<file path="config.mk">
export PLATFORM = sky130hd
export DESIGN_NAME = ex_stage
export DESIGN_NICKNAME = d
export VERILOG_FILES = /design/src/rtl/ex_stage_pkg.sv /design/src/rtl/ex_shifter.sv /design/src/rtl/ex_stage.sv
export SDC_FILE = /design/constraint.sdc
export NUM_CORES = 1
export LEC_CHECK = 0
export CAP_MARGIN = 40
export CORE_ASPECT_RATIO = 1.1
export CORE_MARGIN = 2
export CORE_UTILIZATION = 44
export CTS_CLUSTER_DIAMETER = 200
export DETAILED_ROUTE_END_ITERATION = 8
export DONT_BUFFER_PORTS = 1
export SETUP_SLACK_MARGIN = 0.5
export SYNTH_ARGS = -nofsm -noshare
export SYNTH_HDL_FRONTEND = slang
export SYNTH_SLANG_ARGS = --single-unit
</file>
<file path="constraint.sdc">
create_clock -name clk -period 3.3 [get_ports clk]
set_input_delay 0.165 -clock clk [delete_from_list [all_inputs] [get_ports clk]]
set_output_delay 0.165 -clock clk [all_outputs]
set_load 0.05 [all_outputs]
</file>
<file path="src/rtl/ex_stage_pkg.sv">
// Shared EX-stage definitions: bus widths, operation/type encodings and ALU helpers.
package ex_stage_pkg;

    localparam int DATA_BUS    = 32;
    localparam int REG_BUS     = 5;
    localparam int RTLOP_BUS   = 4;
    localparam int RTLTYPE_BUS = 2;

    localparam logic [RTLOP_BUS-1:0] RTLOP_ADD  = 4'b0000;
    localparam logic [RTLOP_BUS-1:0] RTLOP_SLL  = 4'b0001;
    localparam logic [RTLOP_BUS-1:0] RTLOP_SLT  = 4'b0010;
    localparam logic [RTLOP_BUS-1:0] RTLOP_SLTU = 4'b0011;
    localparam logic [RTLOP_BUS-1:0] RTLOP_XOR  = 4'b0100;
    localparam logic [RTLOP_BUS-1:0] RTLOP_SHR  = 4'b0101;
    localparam logic [RTLOP_BUS-1:0] RTLOP_OR   = 4'b0110;
    localparam logic [RTLOP_BUS-1:0] RTLOP_AND  = 4'b0111;
    localparam logic [RTLOP_BUS-1:0] RTLOP_SAR  = 4'b1101;

    localparam logic [RTLTYPE_BUS-1:0] RTLTYPE_CALC = 2'b01;
    localparam logic [REG_BUS-1:0]     REG_X0       = 5'd0;

    typedef enum logic {ST_IDLE, ST_SHIFT} ex_state_t;
    typedef enum logic [1:0] {SH_LEFT, SH_RIGHT_LOGIC, SH_RIGHT_ARITH} shift_kind_t;

    function automatic logic op_defined(input logic [RTLOP_BUS-1:0] op);
        case (op)
            RTLOP_ADD, RTLOP_SLL, RTLOP_SLT, RTLOP_SLTU, RTLOP_XOR,
            RTLOP_SHR, RTLOP_OR, RTLOP_AND, RTLOP_SAR: op_defined = 1'b1;
            default:                                   op_defined = 1'b0;
        endcase
    endfunction

    function automatic logic op_is_shift(input logic [RTLOP_BUS-1:0] op);
        op_is_shift = (op == RTLOP_SLL) || (op == RTLOP_SHR) || (op == RTLOP_SAR);
    endfunction

    function automatic shift_kind_t shift_kind(input logic [RTLOP_BUS-1:0] op);
        case (op)
            RTLOP_SHR: shift_kind = SH_RIGHT_LOGIC;
            RTLOP_SAR: shift_kind = SH_RIGHT_ARITH;
            default:   shift_kind = SH_LEFT;
        endcase
    endfunction

    // Single-cycle result; shifts only reach here with a zero shift amount, so they pass data1 through.
    function automatic logic [DATA_BUS-1:0] alu_calc(input logic [RTLOP_BUS-1:0] op,
                                                     input logic [DATA_BUS-1:0] a,
                                                     input logic [DATA_BUS-1:0] b);
        case (op)
            RTLOP_ADD:  alu_calc = a + b;
            RTLOP_SLT:  alu_calc = {31'd0, ($signed(a) < $signed(b))};
            RTLOP_SLTU: alu_calc = {31'd0, (a < b)};
            RTLOP_XOR:  alu_calc = a ^ b;
            RTLOP_OR:   alu_calc = a | b;
            RTLOP_AND:  alu_calc = a & b;
            default:    alu_calc = a;
        endcase
    endfunction

endpackage

</file>
<file path="src/rtl/ex_shifter.sv">
// Iterative one-bit-per-cycle shifter: holds the accumulator, remaining count and fill mode.
module ex_shifter
    import ex_stage_pkg::*;
(
    input  logic                clk,
    input  logic                rst_n,
    input  logic                flush,
    input  logic                load,
    input  logic [1:0]          kind,
    input  logic [DATA_BUS-1:0] data,
    input  logic [4:0]          shamt,
    output logic                done,
    output logic [DATA_BUS-1:0] result
);

    logic [DATA_BUS-1:0] acc;
    logic [4:0]          cnt;
    logic [1:0]          kind_q;
    logic [DATA_BUS-1:0] shifted;

    always_comb begin
        shifted = acc;
        case (kind_q)
            SH_LEFT:        shifted = {acc[DATA_BUS-2:0], 1'b0};
            SH_RIGHT_LOGIC: shifted = {1'b0, acc[DATA_BUS-1:1]};
            SH_RIGHT_ARITH: shifted = {acc[DATA_BUS-1], acc[DATA_BUS-1:1]};
            default:        shifted = acc;
        endcase
    end

    // done marks the last step: the owner captures result on this same edge.
    assign done   = (cnt == 5'd1);
    assign result = shifted;

    always_ff @(posedge clk) begin
        if (!rst_n) begin
            acc    <= '0;
            cnt    <= '0;
            kind_q <= SH_LEFT;
        end else if (flush) begin
            acc <= '0;
            cnt <= '0;
        end else if (load) begin
            acc    <= data;
            cnt    <= shamt;
            kind_q <= kind;
        end else if (cnt != 5'd0) begin
            acc <= shifted;
            cnt <= cnt - 5'd1;
        end
    end

endmodule

</file>
<file path="src/rtl/ex_stage.sv">
// Execute stage: single-cycle ALU ops plus multi-cycle shifts, with stall back to ID and flush support.
module ex_stage
    import ex_stage_pkg::*;
(
    input  logic                   clk,
    input  logic                   rst_n,
    input  logic                   flush,
    input  logic                   valid_i,
    input  logic [RTLOP_BUS-1:0]   rtl_op,
    input  logic [RTLTYPE_BUS-1:0] rtl_type,
    input  logic [DATA_BUS-1:0]    pc_i,
    input  logic [DATA_BUS-1:0]    data1_i,
    input  logic [DATA_BUS-1:0]    data2_i,
    input  logic [REG_BUS-1:0]     gprs_waddr_i,
    input  logic                   error_i,
    output logic                   stall_o,
    output logic                   valid_o,
    output logic [DATA_BUS-1:0]    pc_o,
    output logic                   gprs_wen,
    output logic [REG_BUS-1:0]     gprs_waddr,
    output logic [DATA_BUS-1:0]    gprs_wdata,
    output logic                   error_o
);

    ex_state_t           state;
    logic [REG_BUS-1:0]  sh_waddr;
    logic [DATA_BUS-1:0] sh_pc;
    logic [4:0]          shamt;
    logic                good;
    logic                accept;
    logic                start_shift;
    logic                sh_done;
    logic [DATA_BUS-1:0] sh_result;
    logic [1:0]          sh_kind;

    assign shamt       = data2_i[4:0];
    assign good        = (rtl_type == RTLTYPE_CALC) && op_defined(rtl_op) && !error_i;
    assign accept      = (state == ST_IDLE) && valid_i && !flush;
    assign start_shift = accept && good && op_is_shift(rtl_op) && (shamt != 5'd0);
    assign sh_kind     = shift_kind(rtl_op);
    assign stall_o     = (state == ST_SHIFT);

    ex_shifter u_shifter (
        .clk    (clk),
        .rst_n  (rst_n),
        .flush  (flush),
        .load   (start_shift),
        .kind   (sh_kind),
        .data   (data1_i),
        .shamt  (shamt),
        .done   (sh_done),
        .result (sh_result)
    );

    // Retire strobes default low every cycle; result fields only change when something retires.
    always_ff @(posedge clk) begin
        if (!rst_n) begin
            state      <= ST_IDLE;
            valid_o    <= 1'b0;
            gprs_wen   <= 1'b0;
            error_o    <= 1'b0;
            gprs_waddr <= '0;
            gprs_wdata <= '0;
            pc_o       <= '0;
            sh_waddr   <= '0;
            sh_pc      <= '0;
        end else begin
            valid_o  <= 1'b0;
            gprs_wen <= 1'b0;
            error_o  <= 1'b0;
            if (flush) begin
                state <= ST_IDLE;
            end else begin
                case (state)
                    ST_IDLE: begin
                        if (accept) begin
                            if (!good) begin
                                valid_o    <= 1'b1;
                                error_o    <= 1'b1;
                                gprs_waddr <= gprs_waddr_i;
                                pc_o       <= pc_i;
                            end else if (start_shift) begin
                                state    <= ST_SHIFT;
                                sh_waddr <= gprs_waddr_i;
                                sh_pc    <= pc_i;
                            end else begin
                                valid_o    <= 1'b1;
                                gprs_wen   <= (gprs_waddr_i != REG_X0);
                                gprs_waddr <= gprs_waddr_i;
                                gprs_wdata <= alu_calc(rtl_op, data1_i, data2_i);
                                pc_o       <= pc_i;
                            end
                        end
                    end
                    ST_SHIFT: begin
                        if (sh_done) begin
                            state      <= ST_IDLE;
                            valid_o    <= 1'b1;
                            gprs_wen   <= (sh_waddr != REG_X0);
                            gprs_waddr <= sh_waddr;
                            gprs_wdata <= sh_result;
                            pc_o       <= sh_pc;
                        end
                    end
                    default: state <= ST_IDLE;
                endcase
            end
        end
    end

endmodule

</file>
Yosys cells after proc, flatten, opt, wreduce, memory -nomap -nowiden
Memories as Yosys holds them, arrays and structs flattened.
Cells that the tools add are included.
{"block": "op_classes", "add_sub_neg": 2, "n_lt_le_gt_ge": 2, "n_eq_ne": 17, "n_mux": 38, "bitwise_logic": 7, "reduce_logical": 24}
{"op": "$mux 32", "count": 10}
{"op": "$pmux 32 s6", "count": 1}
{"op": "$pmux 32 s2", "count": 2}
{"op": "$pmux 32 s3", "count": 1}
{"op": "$lt 32x32->1", "count": 2}
{"op": "$add 32x32->32", "count": 1}
{"op": "$and 32x32->32", "count": 1}
{"op": "$or 32x32->32", "count": 1}
{"op": "$xor 32x32->32", "count": 1}
{"op": "$mux 5", "count": 6}
{"op": "$reduce_bool 5->1", "count": 4}
{"op": "$eq 4x3->1 const B", "count": 4}
{"op": "$mux 1", "count": 13}
{"op": "$pmux 5 s2", "count": 1}
{"op": "$reduce_and 5->1", "count": 2}
{"op": "$eq 4x2->1 const B", "count": 2}
{"op": "$logic_and 1x1->1", "count": 7}
{"op": "$ne 2x2->1 const B", "count": 3}
{"op": "$pmux 1 s2", "count": 3}
{"op": "$eq 5x1->1 const B", "count": 1}
{"op": "$sub 5x1->5 const B", "count": 1}
{"op": "$eq 2x1->1 const B", "count": 2}
{"op": "$eq 4x1->1 const B", "count": 1}
{"op": "$eq 4x4->1 const B", "count": 1}
{"op": "14 further kinds", "count": 19}
{"block": "totals", "regBits": 149, "romBits": 16, "input_bits": 112, "out_inout_bits": 73, "wordCells": 103, "mem_count": 1}
{"memory": "(name not given)", "words": 16, "width": 1, "rd": 1, "rd_clocked_by_memory_dff": 0, "write_ports": 0, "line": "ex_stage_pkg.sv:26", "text": "case (op)"}

Longest topological paths before layout
{"block": "depth", "depth_word": 10, "depth_mapped": 12, "ltp_nobuf": 11}

By module
Synthesis repeated with hierarchy kept, for this count alone.
{"block": "hier_totals", "hier_cells": 1451, "area_unflattened_um2": 11574.9}
{"mod": "ex_stage", "instances": 1, "cells_each": 1142, "area_per_inst_um2": 8785.9, "seq_area_each_um2": 2202.1}
{"mod": "ex_shifter", "instances": 1, "cells_each": 309, "area_per_inst_um2": 2788.9, "seq_area_each_um2": 780.7}

Worst setup path before layout
No wires, ideal clock.
{"block": "synth_path", "path_type": "input port to flip-flop", "startpoint": "input data1_i[0]", "endpoint": "register gprs_wdata[28]", "setup_ns": 0.122, "t_arrival_ns": 2.218, "t_required_ns": 3.178, "slack_ns": 0.960, "cell_stages": 11, "n_path_buf": 0, "path_cell_list": "ha_1 -> fa_1 -> a21oi_1 -> o211ai_1 -> a21oi_1 -> o21ai_1 -> a21oi_1 -> o21ai_1 -> xor2_1 -> a21oi_1 -> nor3_1"}
{"block": "synth_via", "elab_chain_len": 6}
{"item": "start, declared", "line": "ex_stage.sv:12", "text": "input logic [DATA_BUS-1:0] data1_i,"}
{"item": "$add 32x32->32", "line": "ex_stage_pkg.sv:50", "text": "RTLOP_ADD: alu_calc = a + b;"}
{"item": "$pmux 32 s6", "line": "ex_stage_pkg.sv:49", "text": "case (op)"}
{"item": "$mux 32", "line": "ex_stage.sv:82", "text": "end else if (start_shift) begin"}
{"item": "$mux 32", "line": "ex_stage.sv:77", "text": "if (!good) begin"}
{"item": "$mux 32", "line": "ex_stage.sv:76", "text": "if (accept) begin"}
{"item": "$pmux 32 s2", "line": "ex_stage.sv:74", "text": "case (state)"}
{"item": "end signal, assigned", "line": "ex_stage.sv:90", "text": "gprs_wdata <= alu_calc(rtl_op, data1_i, data2_i);"}
{"item": "end signal, assigned", "line": "ex_stage.sv:101", "text": "gprs_wdata <= sh_result;"}
{"item": "end, declared", "line": "ex_stage.sv:21", "text": "output logic [DATA_BUS-1:0] gprs_wdata,"}
No other way between the ends. The select of a mux whose other input is x is not followed.
A chain may end at the register's enable or synchronous reset.

Worst setup path in the final report
{"block": "layout_path", "startpoint": "input data1_i[17]", "endpoint": "register gprs_wdata[28]"}
Same word-level chain as after synthesis.

==> impl_metrics.json <==
{
  "cts_buffers": 17,
  "insertion_delay_ns": 0.43,
  "area_growth_pct": 12.8,
  "hold_path.class": "input port to register",
  "grt_overflow": 0,
  "drc": 0,
  "slowest_stage": "dlygate4sd3_1",
  "crit_chain": "dlygate4sd3_1, inv_1, ha_1, a21o_1, a21o_1, a21oi_1, o21ai_0, a21oi_1, o21ai_1, xor2_1, a21oi_1, nor3_1",
  "grt_max_degree": 75,
  "finalSetupViolCount": 0,
  "yosysSeqAreaShare_pct": 26.2,
  "cts_tree": "yes",
  "first_iter_violations": 1029,
  "path_class": "input port to register",
  "rsz0062_at_grt": "false",
  "port_buffers": 0,
  "finalHoldViolCount": 0,
  "cp_max_fo": 9,
  "synthCells": 1551,
  "globalplace.congestion": 0.932,
  "skew_ns": 0.00892,
  "fillers": 2546,
  "die_area_um2": 27200,
  "fp.dieH_um": 173,
  "post-route-period-util_pct": 75.0,
  "syn_nets": 1763,
  "wl_per_cell_um": 19.4,
  "viasPerCell": 5.79,
  "synth.avg_cell_area_um2": 7.34,
  "grt_pass1_vias": 10400,
  "synth_ff_type": "dfxtp_1",
  "synth_area_um2": 11400,
  "register_area_um2": 2990,
  "ys_top_cells_by_count": "a21oi_1 (202), nor2_1 (187), nand2_1 (172)",
  "drt-pass1-iter-count": 5,
  "wirelength_um": 37300,
  "outcome": "finished clean",
  "die_w_um": 157,
  "vias": 11100,
  "multi_input_area_um2": 7480,
  "yosys_warnings": 0,
  "diodes": 0,
  "post-cts-setup-buffer-count": 0,
  "rows": 61,
  "post-synth-top-count-cell": "a21oi_1",
  "tightest_slew_ns": 0.915,
  "place_hpwl_um": 26500,
  "post_cts_resized": 0,
  "slew_headroom_pct": 39.0,
  "root_buffer": "clkbuf_16",
  "cts_sinks": 149,
  "io_pins": 185,
  "grt_usage_pct": 26.8,
  "async_flop_share_pct": 0,
  "clk_pin_slew_ns": 0.07,
  "hold_buffers": 78,
  "clockBufferDepth": 2,
  "nets": 1771,
  "place_area_um2": 11500,
  "cpPeakStageDelay_ns": 0.58,
  "max_freq_mhz": 404,
  "design_area_um2": 12800,
  "drv_cap": 0,
  "synth_top_area_cell": "dfxtp_1",
  "cp.required_ns": 3.62,
  "end_kind": "register",
  "drv_slew": 0,
  "power.density_nw_per_um2": 566,
  "htree_levels": 4,
  "grt_pass1_wl_um": 57700,
  "ys_seq_elements": 149,
  "drt.antenna.violating_nets": 0,
  "start_kind": "input port",
  "start_util_pct": 44.9,
  "ir_worst_vdd_mv": 0.498,
  "synth_top_area_share_pct": 26.2,
  "final.setup.tns_ns": 0,
  "crit_arrival_ns": 2.79,
  "core_um2": 25300,
  "post-route-min-period_ns": 2.47,
  "synth-edff-count": 0,
  "drive_gt1_share_pct": 5.85,
  "synthTopCellsByArea": "dfxtp_1 (26%), ha_1 (11%), a21oi_1 (8.9%)",
  "antenna_found_initial": 0,
  "synthDistinctLibCells": 80,
  "static-leakage-power_nw": 4.88,
  "crit_top_cell": "a21oi_1"
}
-- sequential cells by signal, summed over array words and instances (netlist names) --
register	cells
gprs_wdata	32
pc_o	32
sh_pc	32
u_shifter.acc	32
gprs_waddr	5
sh_waddr	5
u_shifter.cnt	5
u_shifter.kind_q	2
error_o	1
gprs_wen	1
stall_o	1
valid_o	1
-- per-stage QoR --
step | power, mW | setup slack, ns | instances | hold WS (ns) | util [%]
3_5_place_dp | 5.18 | 0.580 | 1808 | 0.309 | 45.3
6_report | 7.26 | 0.826 | 1918 | 0.0264 | 50.7
4_1_cts | 7.23 | 0.844 | 1918 | 0.0108 | 50.7
3_3_place_gp | 5.15 | 0.642 | 1808 | 0.303 | 45.3
5_1_grt | 7.75 | 0.642 | 1918 | 0.0331 | 50.7
2_1_floorplan | 4.54 | 0.960 | 1551 | 0.301 | -
-- path summary, 6_finish.rpt --
path / start / endpoint / slack (ns) / cells after the start
max reg2reg: stall_o / gprs_wdata[30] / 0.86 / 8
max: data1_i[17] / gprs_wdata[28] / 0.83 / 12
min: flush / error_o / 0.03 / 2
min reg2reg: sh_pc[4] / sh_pc[4] / 0.45 / 2
-- report_power, final --
group	internal [mW]	switching, mW
clock network	1.08	0.858
logic	1.19	1.75
registers	2.02	0.366
total	4.29	2.97
-- placed cells by master, fill, tap and decap left out, types with 8 or more instances in the layout --
cell type,count
a211oi_1,75
inv_1,94
o21ai_1,20
a21o_1,12
nor3_1,27
xnor2_1,24
dfxtp_1,146
o22ai_1,10
nand2_1,170
ha_1,99
xor2_1,9
nor2_1,186
o21bai_1,12
o21ai_0,74
buf_4,29
o211ai_1,34
a21oi_1,202
a221oi_1,8
mux2i_1,44
o221ai_1,16
dlygate4sd3_1,78
nand3_1,17
nand2b_1,22
clkbuf_16,17
-- logic make-up (layout without fill, tap and decap cells) --
logic type | after synthesis | count (layout) | share of synthesized area, %
AND/OR/NAND/NOR | 482 | 482 | 18.6
flip-flops | 149 | 149 | 26.2
AO/OA/AOI/OAI | 525 | 525 | 29.1
XOR/XNOR | 33 | 33 | 2.54
multiplexers | 48 | 48 | 4.27
adder cells (fa/ha/maj) | 100 | 100 | 11.1
buffers and inverters | 214 | 235 | 8.16
-- worst max-delay path: cells and delay by family --
kind,cells,cell delay [ns]
AOI/OAI and AO/OA,7,1.28
xor gates and xnor gates,1,0.16
buffers and inverters,2,0.69
and+or+nand+nor,1,0.06
adders and majority gates,1,0.43
-- layer usage --
metal | part of all wire, % | global-route usage (%) | up-vias
li1 | - | - | 5487
met1 | 44 | 35.3 | 5137
met2 | 46 | 43.8 | 432
met3 | 8.4 | 6.02 | 46
met4 | 1.6 | 7.61 | 0
met5 | 0 | 0 | -
-- cell type report --
type                            instances  share of cell area [%]
Clock buffer                           18                    3.42
Sequential cell                       149                    23.3
Timing Repair Buffer                  107                    7.78
Multi-Input combinational cell       1188                    58.2
Inverter                               96                    2.82
Tap cell                              346                    3.37
Clock inverter                         14                    1.09
Power figures use the tool's default switching activity.
